## src/rtl/fft_input_reorder.sv

```systemverilog
// fft_input_reorder: gathers a natural-order frame into bit-reversed
// storage, then issues first-stage radix-2 butterfly operand pairs.
//
// Ports:
//   clk, reset_n          : clock, async active-low reset
//   in_valid/in_ready     : sample handshake, in_data = x[n] in order
//   pair_valid/pair_ready : pair handshake
//   pair_a, pair_b        : operands mem[2k], mem[2k+1]
//   pair_idx              : pair index k
//   frame_done            : pulse after the last pair of a frame
module fft_input_reorder #(
  parameter int N      = 8,
  parameter int LOG2N  = 3,
  parameter int DATA_W = 24
) (
  input  logic              clk,
  input  logic              reset_n,
  input  logic              in_valid,
  output logic              in_ready,
  input  logic [DATA_W-1:0] in_data,
  output logic              pair_valid,
  input  logic              pair_ready,
  output logic [DATA_W-1:0] pair_a,
  output logic [DATA_W-1:0] pair_b,
  output logic [LOG2N-2:0]  pair_idx,
  output logic              frame_done
);

  typedef enum logic {
    FILL  = 1'b0,
    DRAIN = 1'b1
  } state_t;

  localparam logic [LOG2N-1:0] W_LAST = (LOG2N)'(N - 1);
  localparam logic [LOG2N-1:0] W_ONE  = (LOG2N)'(1);
  localparam logic [LOG2N-2:0] K_LAST = (LOG2N-1)'(N/2 - 1);
  localparam logic [LOG2N-2:0] K_ONE  = (LOG2N-1)'(1);

  state_t             state_q, state_d;
  logic [LOG2N-1:0]   wr_cnt_q, wr_cnt_d;
  logic [LOG2N-2:0]   k_q, k_d;
  logic               rdy_q, rdy_d;
  logic               pv_q, pv_d;
  logic               fd_q, fd_d;
  logic [DATA_W-1:0]  a_q, a_d;
  logic [DATA_W-1:0]  b_q, b_d;

  logic [DATA_W-1:0]  mem [N];

  logic               wr_en;
  logic [LOG2N-1:0]   wr_addr;
  logic [LOG2N-2:0]   rd_k;
  logic [LOG2N-1:0]   rd_a_addr;
  logic [LOG2N-1:0]   rd_b_addr;
  logic [DATA_W-1:0]  rd_a;
  logic [DATA_W-1:0]  rd_b;
  logic               in_fire;
  logic               pair_fire;

  function automatic logic [LOG2N-1:0] bitrev(
    input logic [LOG2N-1:0] v
  );
    logic [LOG2N-1:0] r;
    for (int i = 0; i < LOG2N; i++) begin
      r[i] = v[LOG2N-1-i];
    end
    return r;
  endfunction

  assign in_fire   = in_valid && rdy_q;
  assign pair_fire = pv_q && pair_ready;

  assign wr_en   = in_fire && (state_q == FILL);
  assign wr_addr = bitrev(wr_cnt_q);

  // Next pair to load: pair 0 on the fill->drain edge,
  // otherwise the one after the pair being accepted.
  assign rd_k      = (state_q == FILL) ? '0 : k_q + K_ONE;
  assign rd_a_addr = {rd_k, 1'b0};
  assign rd_b_addr = {rd_k, 1'b1};

  // Forward the sample written on the same edge a pair is loaded.
  assign rd_a = (wr_en && (wr_addr == rd_a_addr)) ?
                in_data : mem[rd_a_addr];
  assign rd_b = (wr_en && (wr_addr == rd_b_addr)) ?
                in_data : mem[rd_b_addr];

  always_ff @(posedge clk) begin
    if (wr_en) begin
      mem[wr_addr] <= in_data;
    end
  end

  always_ff @(posedge clk or negedge reset_n) begin
    if (!reset_n) begin
      state_q  <= FILL;
      wr_cnt_q <= '0;
      k_q      <= '0;
      rdy_q    <= 1'b0;
      pv_q     <= 1'b0;
      fd_q     <= 1'b0;
      a_q      <= '0;
      b_q      <= '0;
    end else begin
      state_q  <= state_d;
      wr_cnt_q <= wr_cnt_d;
      k_q      <= k_d;
      rdy_q    <= rdy_d;
      pv_q     <= pv_d;
      fd_q     <= fd_d;
      a_q      <= a_d;
      b_q      <= b_d;
    end
  end

  always_comb begin
    state_d  = state_q;
    wr_cnt_d = wr_cnt_q;
    k_d      = k_q;
    rdy_d    = rdy_q;
    pv_d     = pv_q;
    fd_d     = 1'b0;
    a_d      = a_q;
    b_d      = b_q;
    unique case (state_q)
      FILL: begin
        rdy_d = 1'b1;
        pv_d  = 1'b0;
        if (in_fire) begin
          if (wr_cnt_q == W_LAST) begin
            wr_cnt_d = '0;
            state_d  = DRAIN;
            rdy_d    = 1'b0;
            pv_d     = 1'b1;
            k_d      = '0;
            a_d      = rd_a;
            b_d      = rd_b;
          end else begin
            wr_cnt_d = wr_cnt_q + W_ONE;
          end
        end
      end
      DRAIN: begin
        rdy_d = 1'b0;
        if (pair_fire) begin
          if (k_q == K_LAST) begin
            k_d     = '0;
            state_d = FILL;
            pv_d    = 1'b0;
            fd_d    = 1'b1;
            rdy_d   = 1'b1;
          end else begin
            k_d = k_q + K_ONE;
            a_d = rd_a;
            b_d = rd_b;
          end
        end
      end
      default: begin
        state_d = FILL;
      end
    endcase
  end

  assign in_ready   = rdy_q;
  assign pair_valid = pv_q;
  assign pair_a     = a_q;
  assign pair_b     = b_q;
  assign pair_idx   = k_q;
  assign frame_done = fd_q;

endmodule

```

## config.mk

```make
export PLATFORM = sky130hd
export DESIGN_NAME = fft_input_reorder
export DESIGN_NICKNAME = d
export VERILOG_FILES = /design/src/rtl/fft_input_reorder.sv
export SDC_FILE = /design/constraint.sdc
export NUM_CORES = 1
export LEC_CHECK = 0
export BUFFER_PORTS_ARGS = -buffer_cell sky130_fd_sc_hd__buf_2
export CAP_MARGIN = 20
export CORE_MARGIN = 2
export CORE_UTILIZATION = 54
export CTS_CLUSTER_SIZE = 14
export DETAILED_ROUTE_END_ITERATION = 8
export GPL_ROUTABILITY_DRIVEN = 0
export GPL_TIMING_DRIVEN = 0
export PLACE_DENSITY_LB_ADDON = 0.05
export SLEW_MARGIN = 10
export SYNTH_ARGS = -nofsm -noshare
export SYNTH_HDL_FRONTEND = slang
export SYNTH_SLANG_ARGS = --single-unit
```

## constraint.sdc

```tcl
create_clock -name clk -period 1.8 [get_ports clk]
set_input_delay 0.09 -clock clk [delete_from_list [all_inputs] [get_ports clk]]
set_output_delay 0.09 -clock clk [all_outputs]
set_load 0.01 [all_outputs]
```

==> impl_metrics.tcl, run 1 <==
set metrics [dict create \
    cts_sinks 249 \
    fin_ws_ps -28.7 \
    ys_seq_area_share_pct 71.0 \
    layout.nets 879 \
    grt_antenna_before_repair 0 \
    detail-route-antenna-nets 0 \
    cts_root_buffer "clkbuf_16" \
    async_flop_share_pct 22.9 \
    dieArea_um2 19900 \
    hp-class "in2reg" \
    pwr_density_cell_nw_per_um2 1580 \
    post-route-min-period_ps 1830 \
    io_pins 81 \
    slew_headroom_pct 69.0 \
    final_common_cell "edfxtp_1" \
    drt_wl_total_mm 26.6 \
    drv_slew 0 \
    yosys.area.top_type "edfxtp_1" \
    cp-end-kind "flip-flop" \
    route.detailed.drc 0 \
    grt_max_degree 33 \
    htreeDepth 1 \
    worstHoldStart "in_valid" \
    synth_edf_count 192 \
    post_route_cells_drive_above_1_share_pct 28.0 \
    fill_cells 1325 \
    grt_use_total_pct 26.2 \
    vias 6555 \
    worst_pin_slew_ps 465 \
    min_period_over_period_pct 102 \
    first_pass_iters 5 \
    port_buffers 80 \
    final_area_um2 12500 \
    diodes 0 \
    synth_cell_types 31 \
    cp.arrival_ps 1990 \
    initial_core_util_pct 54.5 \
    hold_violations 0 \
    wl_per_cell_um 24.3 \
    mostFrequentLayoutCells "edfxtp_1 (192), buf_2 (79), dfrtp_1 (53), nor2_1 (50), nor2b_1 (49)" \
    crit_start "in_ready" \
    maxCapViolCount 0 \
    cts.clk_slew.worst_paths_ps 60 \
    via_per_inst 5.98 \
    yosys_warnings 0 \
    post-dp-hpwl_mm 15.2 \
    startpoint_type "flip-flop" \
    cts_made_buffers 25 \
    placed_area_um2 10900 \
    rsz0062_at_grt "yes" \
    synth.avg_cell_area_um2 14.9 \
    overflow 0 \
    synth_top_cell_area_share_pct 56.9 \
    max_freq_mhz 547 \
    clockBufferDepth 3 \
    area_growth_pct 23.7 \
    die_w_um 141 \
    yosys_register_bits 249 \
    ir_drop_v 0.000920 \
    synthCells 682 \
    drtIter0Drc 728 \
    die_h_um 141 \
    finalNonFillerCells 1096 \
    violations "negative setup slack" \
    rows 50 \
    synth_top_cells_by_area "edfxtp_1 (57%), dfrtp_1 (14%), mux2i_1 (4.7%)" \
    p_leak_nw 4.85 \
    grt_pass1_wl_mm 38.7 \
    status "finished with violations" \
    path_class "reg2reg" \
    core-area_um2 18600 \
    synth_ff_type "edfxtp_1" \
    r2r-start "in_ready" \
    skew_ps 11.5 \
    netlist_area_um2 10100 \
    path_max_fanout 12 \
    worstPathRequired_ps 1960 \
    grt_pass1_vias 6522 \
    synth_nets 717 \
    placedCellCount 997 \
    setup_viol 40 \
    cts_tree "done" \
    insertion_delay_ps 520 \
]
worst max-delay path, stage by stage, from the launching register on:
cell and delay, ps:
dfrtp_1 440, nand2_1 100, nor2_2 360, and3_2 570
metal layers:
| layer | global-route usage (%) | wire (um) | up-vias |
|---|---|---|---|
| li1 | - | - | 2929 |
| met5 | 0 | 0 | - |
| met3 | 3.36 | 1790 | 44 |
| met2 | 43.7 | 13100 | 253 |
| met1 | 36.8 | 11300 | 3329 |
| met4 | 7.53 | 493 | 0 |
sequential cells by signal (all words and copies together), names as in the netlist:
name	count
in_ready	1
pair_idx	2
wr_cnt_q	3
frame_done	1
pair_valid	1
mem	192
state_q	1
pair_b	24
pair_a	24
cell families (layout without fill, tap and decap cells):
family / after synthesis / after routing / share of synthesized area (%)
compound gates: 152 / 152 / 12.2
fa+ha+maj: 7 / 7 / 0.864
buf+inv: 54 / 232 / 2.90
flops: 249 / 249 / 71.0
mux: 48 / 48 / 4.74
simple gates: 172 / 174 / 8.31
where the power goes:
part	internal [mW]	leakage (nW)	switching, mW
combinational	3.14	2.10	4.03
clock	2.77	0.379	2.10
sequential	7.20	2.37	0.504
total	13.1	4.85	6.64
cells in the mapped netlist, types with 2 or more instances:
library cell,count
a211oi_1,48
buf_12,3
nor2b_1,49
nand2_1,56
buf_4,8
nor2_1,51
clkbuf_1,24
a31oi_2,17
buf_2,10
nand3_1,3
inv_1,6
and2_1,4
a21oi_1,2
dfrtp_1,57
ha_1,7
mux2i_1,48
and3_1,3
a31oi_1,31
o21ai_0,3
a211o_1,48
buf_1,3
edfxtp_1,192
final timing paths:
check	depth (start not counted)	endpoint	slack [ps]
min reg2reg	2	pair_a[18]	550
max reg2reg	3	mem[3][19]	-30
min	4	wr_cnt_q[2]	50
max	3	mem[3][19]	-30
max in group asynchronous	3	wr_cnt_q[1]	1180
min in group asynchronous	2	pair_a[8]	60
metrics by stage:
step	TNS, ps	total power [mW]	hold WS [ps]	util, %	setup WS (ps)
finish	-438	19.7	49.3	67.5	-28.7
global route	-6730	20.6	52.2	67.5	-104
CTS	-10060	19.4	18.4	66.5	-140
detailed placement	-64010	13.9	57.0	58.6	-548
global placement	-65230	13.7	384	58.5	-538
floorplan	-170	11.8	-206	-	-7.10
final cells by class:
| type | instances | area [um2] | share of cell area, % |
|---|---|---|---|
| timing repair inverter | 1 | 7.51 | 0.0599 |
| clock inverter | 13 | 88.8 | 0.709 |
| sequential | 249 | 7200 | 57.4 |
| inverter | 6 | 26.3 | 0.210 |
| multi-input combinational | 381 | 2800 | 22.3 |
| buffer | 45 | 467 | 3.72 |
| timing repair buffer | 135 | 990 | 7.89 |
| tap | 234 | 293 | 2.34 |
| clock buffer | 32 | 672 | 5.36 |
repair_timing:
| action | in CTS | in global routing |
|---|---|---|
| hold endpoints to repair | 300 | 0 |
| pin swaps | 10 | 21 |
| setup buffers | 24 | 1 |
| gates cloned | 3 | 3 |
| gates resized for setup | 77 | 56 |
| setup endpoints to repair | 241 | 150 |
| hold buffers | 26 | 0 |
No activity file was read; power rests on OpenSTA's default activity.
==> run 2: changes to the inputs <==
--- a/config.mk
+++ b/config.mk
@@ -6,14 +6,14 @@
 export NUM_CORES = 1
 export LEC_CHECK = 0
 export BUFFER_PORTS_ARGS = -buffer_cell sky130_fd_sc_hd__buf_2
-export CAP_MARGIN = 20
+export CORE_ASPECT_RATIO = 1.75
 export CORE_MARGIN = 2
 export CORE_UTILIZATION = 54
 export CTS_CLUSTER_SIZE = 14
 export DETAILED_ROUTE_END_ITERATION = 8
 export GPL_ROUTABILITY_DRIVEN = 0
 export GPL_TIMING_DRIVEN = 0
-export PLACE_DENSITY_LB_ADDON = 0.05
+export PLACE_DENSITY = 0.76
 export SLEW_MARGIN = 10
 export SYNTH_ARGS = -nofsm -noshare
 export SYNTH_HDL_FRONTEND = slang
==> run 2 against run 1 <==
Against the previous run:
- the run still ends with negative setup slack left
- critical path depth is 5 higher
- die area is 0.22% higher
- via count is 3.8% higher
- combinational power is 4.5% higher
- largest cell class unchanged
- highest routed layer unchanged
==> impl_metrics.tcl, run 2 (synthesis results as in run 1) <==
set metrics [dict create \
    cts_tree "done" \
    drt_wl_total_mm 28.0 \
    fin_ws_ps -69.5 \
    postLayoutCoreUtil_pct 68.9 \
    path_class "reg2reg" \
    worst_pin_slew_ps 475 \
    hp-class "in2async" \
    slowest_stage "dfrtp_2" \
    rows 66 \
    top_register "mem" \
    clkPwrFrac_pct 22.8 \
    slew_headroom_pct 68.3 \
    placed_area_um2 10900 \
    die_h_um 185 \
    core-area_um2 18500 \
    cp-end-kind "flip-flop" \
    crit_top_cell "ha_4" \
    max_stage_delay_ps 430 \
    skew_ps 12.5 \
    r2r-start "wr_cnt_q[0]" \
    largest_register_ffs 192 \
    intPower_mw 13.1 \
    io_pins 81 \
    cts_sinks 249 \
    rsz0062_at_grt "yes" \
    status "finished with violations" \
    cts_made_buffers 22 \
    min_period_over_period_pct 104 \
    cts_root_buffer "clkbuf_16" \
    seqPwrFrac_pct 39.5 \
    route.detailed.drc 0 \
    power.switching_mw 6.76 \
    grt_pass1_vias 7032 \
    hold_violations 0 \
    max_freq_mhz 535 \
    overflow 0 \
    worstPathRequired_ps 2220 \
    path_cells "ha_4 -> ha_4 -> nand4b_1 -> o21ai_4 -> buf_6 -> clkbuf_16 -> nor2_2 -> a31oi_2" \
    layout.nets 886 \
    grt_pass1_wl_mm 39.6 \
    die_w_um 108 \
    multi_input_area_um2 2890 \
    setup_viol 64 \
    violations "negative setup slack" \
    mostFrequentLayoutCells "edfxtp_1 (192), buf_2 (85), nand2_1 (52), dfrtp_1 (52), nor2b_1 (49)" \
    first_pass_iters 5 \
    htreeDepth 1 \
    grt_max_degree 41 \
    post-route-min-period_ps 1870 \
    crit_family "flip-flops" \
    p_sw_share_pct 34.0 \
    combPwrFrac_pct 37.7 \
    wl_per_cell_um 25.4 \
    ff2ff_setup_slack_ps -70 \
    path_buf_inv 2 \
    initial_core_util_pct 54.8 \
    p_leak_nw 4.87 \
    insertion_delay_ps 510 \
    final_common_cell "edfxtp_1" \
    clockBufferDepth 3 \
    dpl_worst_slack_ps -565 \
    maxCapViolCount 0 \
    fill_cells 1238 \
    grt_use_total_pct 26.8 \
    ir_drop_v 0.00108 \
    cp.arrival_ps 2290 \
    cts.clk_slew.worst_paths_ps 70 \
    via_per_inst 6.16 \
    path_max_fanout 7 \
    post-dp-hpwl_mm 15.9 \
    dieArea_um2 19900 \
    grt_antenna_before_repair 0 \
    vias 6804 \
    fin_setup_tns_ps -1590 \
    drtIter0Drc 564 \
    drv_slew 0 \
    r2r-end "pair_b[14]" \
    post_route_cells_drive_above_1_share_pct 30.3 \
    detail-route-antenna-nets 0 \
    regArea_um2 7200 \
    port_buffers 80 \
    final_area_um2 12700 \
    area_growth_pct 25.7 \
    pwr_density_cell_nw_per_um2 1560 \
    startpoint_type "flip-flop" \
    diodes 0 \
    reg2regPathDepth 8 \
    holdWs_ps 21.5 \
]
-- run 2: how the worst max path moves through the flow --
stage	start	endpoint	slack [ps]	cells past startpoint
6_report	wr_cnt_q[0]	pair_b[14]	-70	8
5_1_grt	wr_cnt_q[1]	pair_b[7]	-110	8
4_1_cts	state_q	mem[2][13]	-70	3
3_5_place_dp	wr_cnt_q[1]	pair_b[1]	-560	7
3_3_place_gp	state_q	mem[6][15]	-490	3
2_1_floorplan	wr_cnt_q[1]	mem[7][0]	-7	4
-- run 2: per-layer routing --
| metal | vias to the layer above | track usage, % | routed length [um] |
|---|---|---|---|
| met3 | 98 | 2.99 | 1850 |
| met4 | 0 | 13.3 | 1380 |
| met2 | 369 | 48.2 | 15200 |
| met5 | - | 0 | 0 |
| met1 | 3396 | 31.3 | 9620 |
| li1 | 2941 | - | - |
-- run 2: cell type report --
class,count,area share (%)
clock buffers,37,5.01
multi-input cells,380,22.7
clock inverters,3,0.314
well taps,238,2.34
flip-flops and latches,249,56.5
repair inverters,1,0.0589
inverters,6,0.206
plain buffers,45,3.86
repair buffers,146,9.07
-- run 2: power by group through the flow --
stage,clock network (mW),logic (mW),registers [mW]
global placement,0,5.79,7.80
detailed placement,0,6.06,7.86
CTS,4.56,6.77,7.75
floorplan,0,3.74,8.01
finish,4.54,7.49,7.85
global route,4.77,7.94,7.93
-- run 2: metrics by stage --
stage | power [mW] | std cells
final | 19.9 | 1105
after global routing | 20.6 | 1105
after CTS | 19.1 | 1091
after detailed placement | 13.9 | 1002
after global placement | 13.6 | 1000
after floorplan | 11.8 | 682
-- run 2: what timing repair did --
item	in CTS	in global routing
cloned	3	6
pin swaps	5	7
gates resized for setup	76	99
buffers inserted	21	9
endpoints found under the setup margin	241	206
hold buffers	27	0
endpoints found under the hold margin	301	0
==> run 3: changes to the inputs <==
--- a/config.mk
+++ b/config.mk
@@ -7,13 +7,13 @@
 export LEC_CHECK = 0
 export BUFFER_PORTS_ARGS = -buffer_cell sky130_fd_sc_hd__buf_2
 export CORE_ASPECT_RATIO = 1.75
-export CORE_MARGIN = 2
-export CORE_UTILIZATION = 54
+export CORE_MARGIN = 4
+export CORE_UTILIZATION = 60
 export CTS_CLUSTER_SIZE = 14
 export DETAILED_ROUTE_END_ITERATION = 8
 export GPL_ROUTABILITY_DRIVEN = 0
 export GPL_TIMING_DRIVEN = 0
-export PLACE_DENSITY = 0.76
+export PLACE_DENSITY = 0.8
 export SLEW_MARGIN = 10
 export SYNTH_ARGS = -nofsm -noshare
 export SYNTH_HDL_FRONTEND = slang
==> constraint.sdc (replaced) <==
create_clock -name clk -period 2.3 [get_ports clk]
set_input_delay 0.115 -clock clk [delete_from_list [all_inputs] [get_ports clk]]
set_output_delay 0.115 -clock clk [all_outputs]
set_load 0.01 [all_outputs]
==> run 3 against run 2 <==
Against the previous run:
- the flow now finishes without violations
- maximum frequency fell by 16%
- register-to-register slack improved by 160 ps
- first-iteration DRC count rose by 5.5%
- sequential share of layout area rose by 4.3 points
- worst setup slack improved by 160 ps
- cell count fell by 4.5%
- via count fell by 3.8%
- total power fell by 27%
- combinational power fell by 36%
- die area fell by 4.0%
- critical path type unchanged
==> impl_metrics.tcl, run 3 (synthesis results as in run 1) <==
set metrics [dict create \
    pwr_density_cell_nw_per_um2 1220 \
    cp.arrival_ps 2590 \
    startpoint_type "flip-flop" \
    grt_antenna_before_repair 0 \
    fill_cells 1058 \
    ff2ff_setup_slack_ps 90 \
    min_period_over_period_pct 96.2 \
    grt_pass1_vias 6860 \
    fin_setup_tns_ps 0 \
    rows 62 \
    rsz0062_at_grt "no" \
    first_pass_iters 6 \
    wl_per_cell_um 23.7 \
    cts_tree "done" \
    insertion_delay_ps 510 \
    drv_slew 0 \
    skew_ps 8.04 \
    vias 6545 \
    io_pins 81 \
    status "finished clean" \
    cts_sinks 249 \
    via_per_inst 6.20 \
    postLayoutCoreUtil_pct 71.6 \
    clockBufferDepth 3 \
    area_growth_pct 16.7 \
    cts_root_buffer "clkbuf_16" \
    post-dp-hpwl_mm 16.0 \
    slew_headroom_pct 41.8 \
    placedCellCount 986 \
    grt_use_total_pct 26.2 \
    grt_pass1_wl_mm 38.2 \
    path_max_fanout 10 \
    largest_register_ffs 192 \
    r2r-end "pair_b[21]" \
    reg2regPathDepth 6 \
    die_w_um 106 \
    mostFrequentLayoutCells "edfxtp_1 (192), buf_2 (86), dfrtp_1 (57), nand2_1 (56), nor2_1 (51)" \
    overflow 0 \
    maxCapViolCount 0 \
    p_leak_nw 4.51 \
    dieArea_um2 19100 \
    htreeDepth 1 \
    worst_pin_slew_ps 873 \
    max_freq_mhz 452 \
    placed_area_um2 10800 \
    post_route_cells_drive_above_1_share_pct 20.3 \
    port_buffers 80 \
    diodes 0 \
    drt_wl_total_mm 25.0 \
    finalNonFillerCells 1055 \
    worstPathRequired_ps 2680 \
    final_area_um2 11800 \
    hp-class "in2async" \
    cts_made_buffers 22 \
    post-route-min-period_ps 2210 \
    cts.clk_slew.worst_paths_ps 70 \
    setup_viol 0 \
    r2r-start "pair_idx[0]" \
    path_class "reg2reg" \
    drtIter0Drc 595 \
    grt_max_degree 58 \
    cp-end-kind "flip-flop" \
    holdWs_ps 270 \
    hold_violations 0 \
    die_h_um 180 \
    core-area_um2 16500 \
    layout.nets 850 \
    final_common_cell "edfxtp_1" \
    top_register "mem" \
    route.detailed.drc 0 \
    initial_core_util_pct 61.3 \
    ir_drop_v 0.000839 \
    detail-route-antenna-nets 0 \
]
-- run 3: how the worst max path moves through the flow --
| stage | startpoint | to | slack, ps | cells past startpoint |
|---|---|---|---|---|
| 5_1_grt | pair_idx[0] | pair_b[0] | 5 | 6 |
| 3_5_place_dp | wr_cnt_q[1] | mem[7][9] | -240 | 4 |
| 2_1_floorplan | wr_cnt_q[0] | mem[7][0] | 330 | 4 |
| 4_1_cts | wr_cnt_q[1] | pair_a[13] | 2 | 7 |
| 6_report | pair_idx[0] | pair_b[21] | 90 | 6 |
| 3_3_place_gp | state_q | mem[1][13] | -180 | 3 |
-- run 3: final cells by class --
type | count | area, um2 | share of cell area [%]
Clock buffer | 39 | 686 | 5.80
Multi-Input combinational cell | 379 | 2660 | 22.5
Inverter | 6 | 26.3 | 0.222
Timing Repair Buffer | 109 | 688 | 5.82
Clock inverter | 1 | 5.00 | 0.0423
Sequential cell | 249 | 7190 | 60.8
Buffer | 48 | 288 | 2.43
Tap cell | 224 | 280 | 2.37
-- run 3: what timing repair did --
action	in CTS	in global routing
resized for setup	8	10
setup buffers	1	1
endpoints found under the hold margin	297	0
setup endpoints to repair	113	72
pin swaps	1	0
hold buffers	27	0
cloned	0	0
-- run 3: where the power goes --
part | total (mW) | internal, mW | leakage [nW] | switching [mW]
clock network | 3.54 | 2.01 | 0.336 | 1.53
registers | 6.05 | 5.63 | 2.38 | 0.419
logic | 4.83 | 1.93 | 1.79 | 2.90
-- run 3: routing by layer --
metal  vias to the layer above  global-route usage [%]  part of all wire (%)
met5                         -                       0                     0
met4                         0                    12.3                   4.4
met3                        76                    3.23                   7.1
met2                       345                    47.8                    55
met1                      3267                    30.2                    34
li1                       2857                       -                     -
-- run 3: per-stage QoR --
stage               total power [mW]  worst slack [ps]
global route                    15.0              4.59
global placement                10.6              -184
CTS                             14.4              1.53
floorplan                       9.17               330
detailed placement              10.9              -235
finish                          14.4              87.1
-- run 3: critical path, stage by stage, from the launching register on --
cell,delay (ps)
dfrtp_1,410
ha_1,310
nand2_1,210
buf_2,290
buf_1,510
a211o_1,250
a31oi_2,90
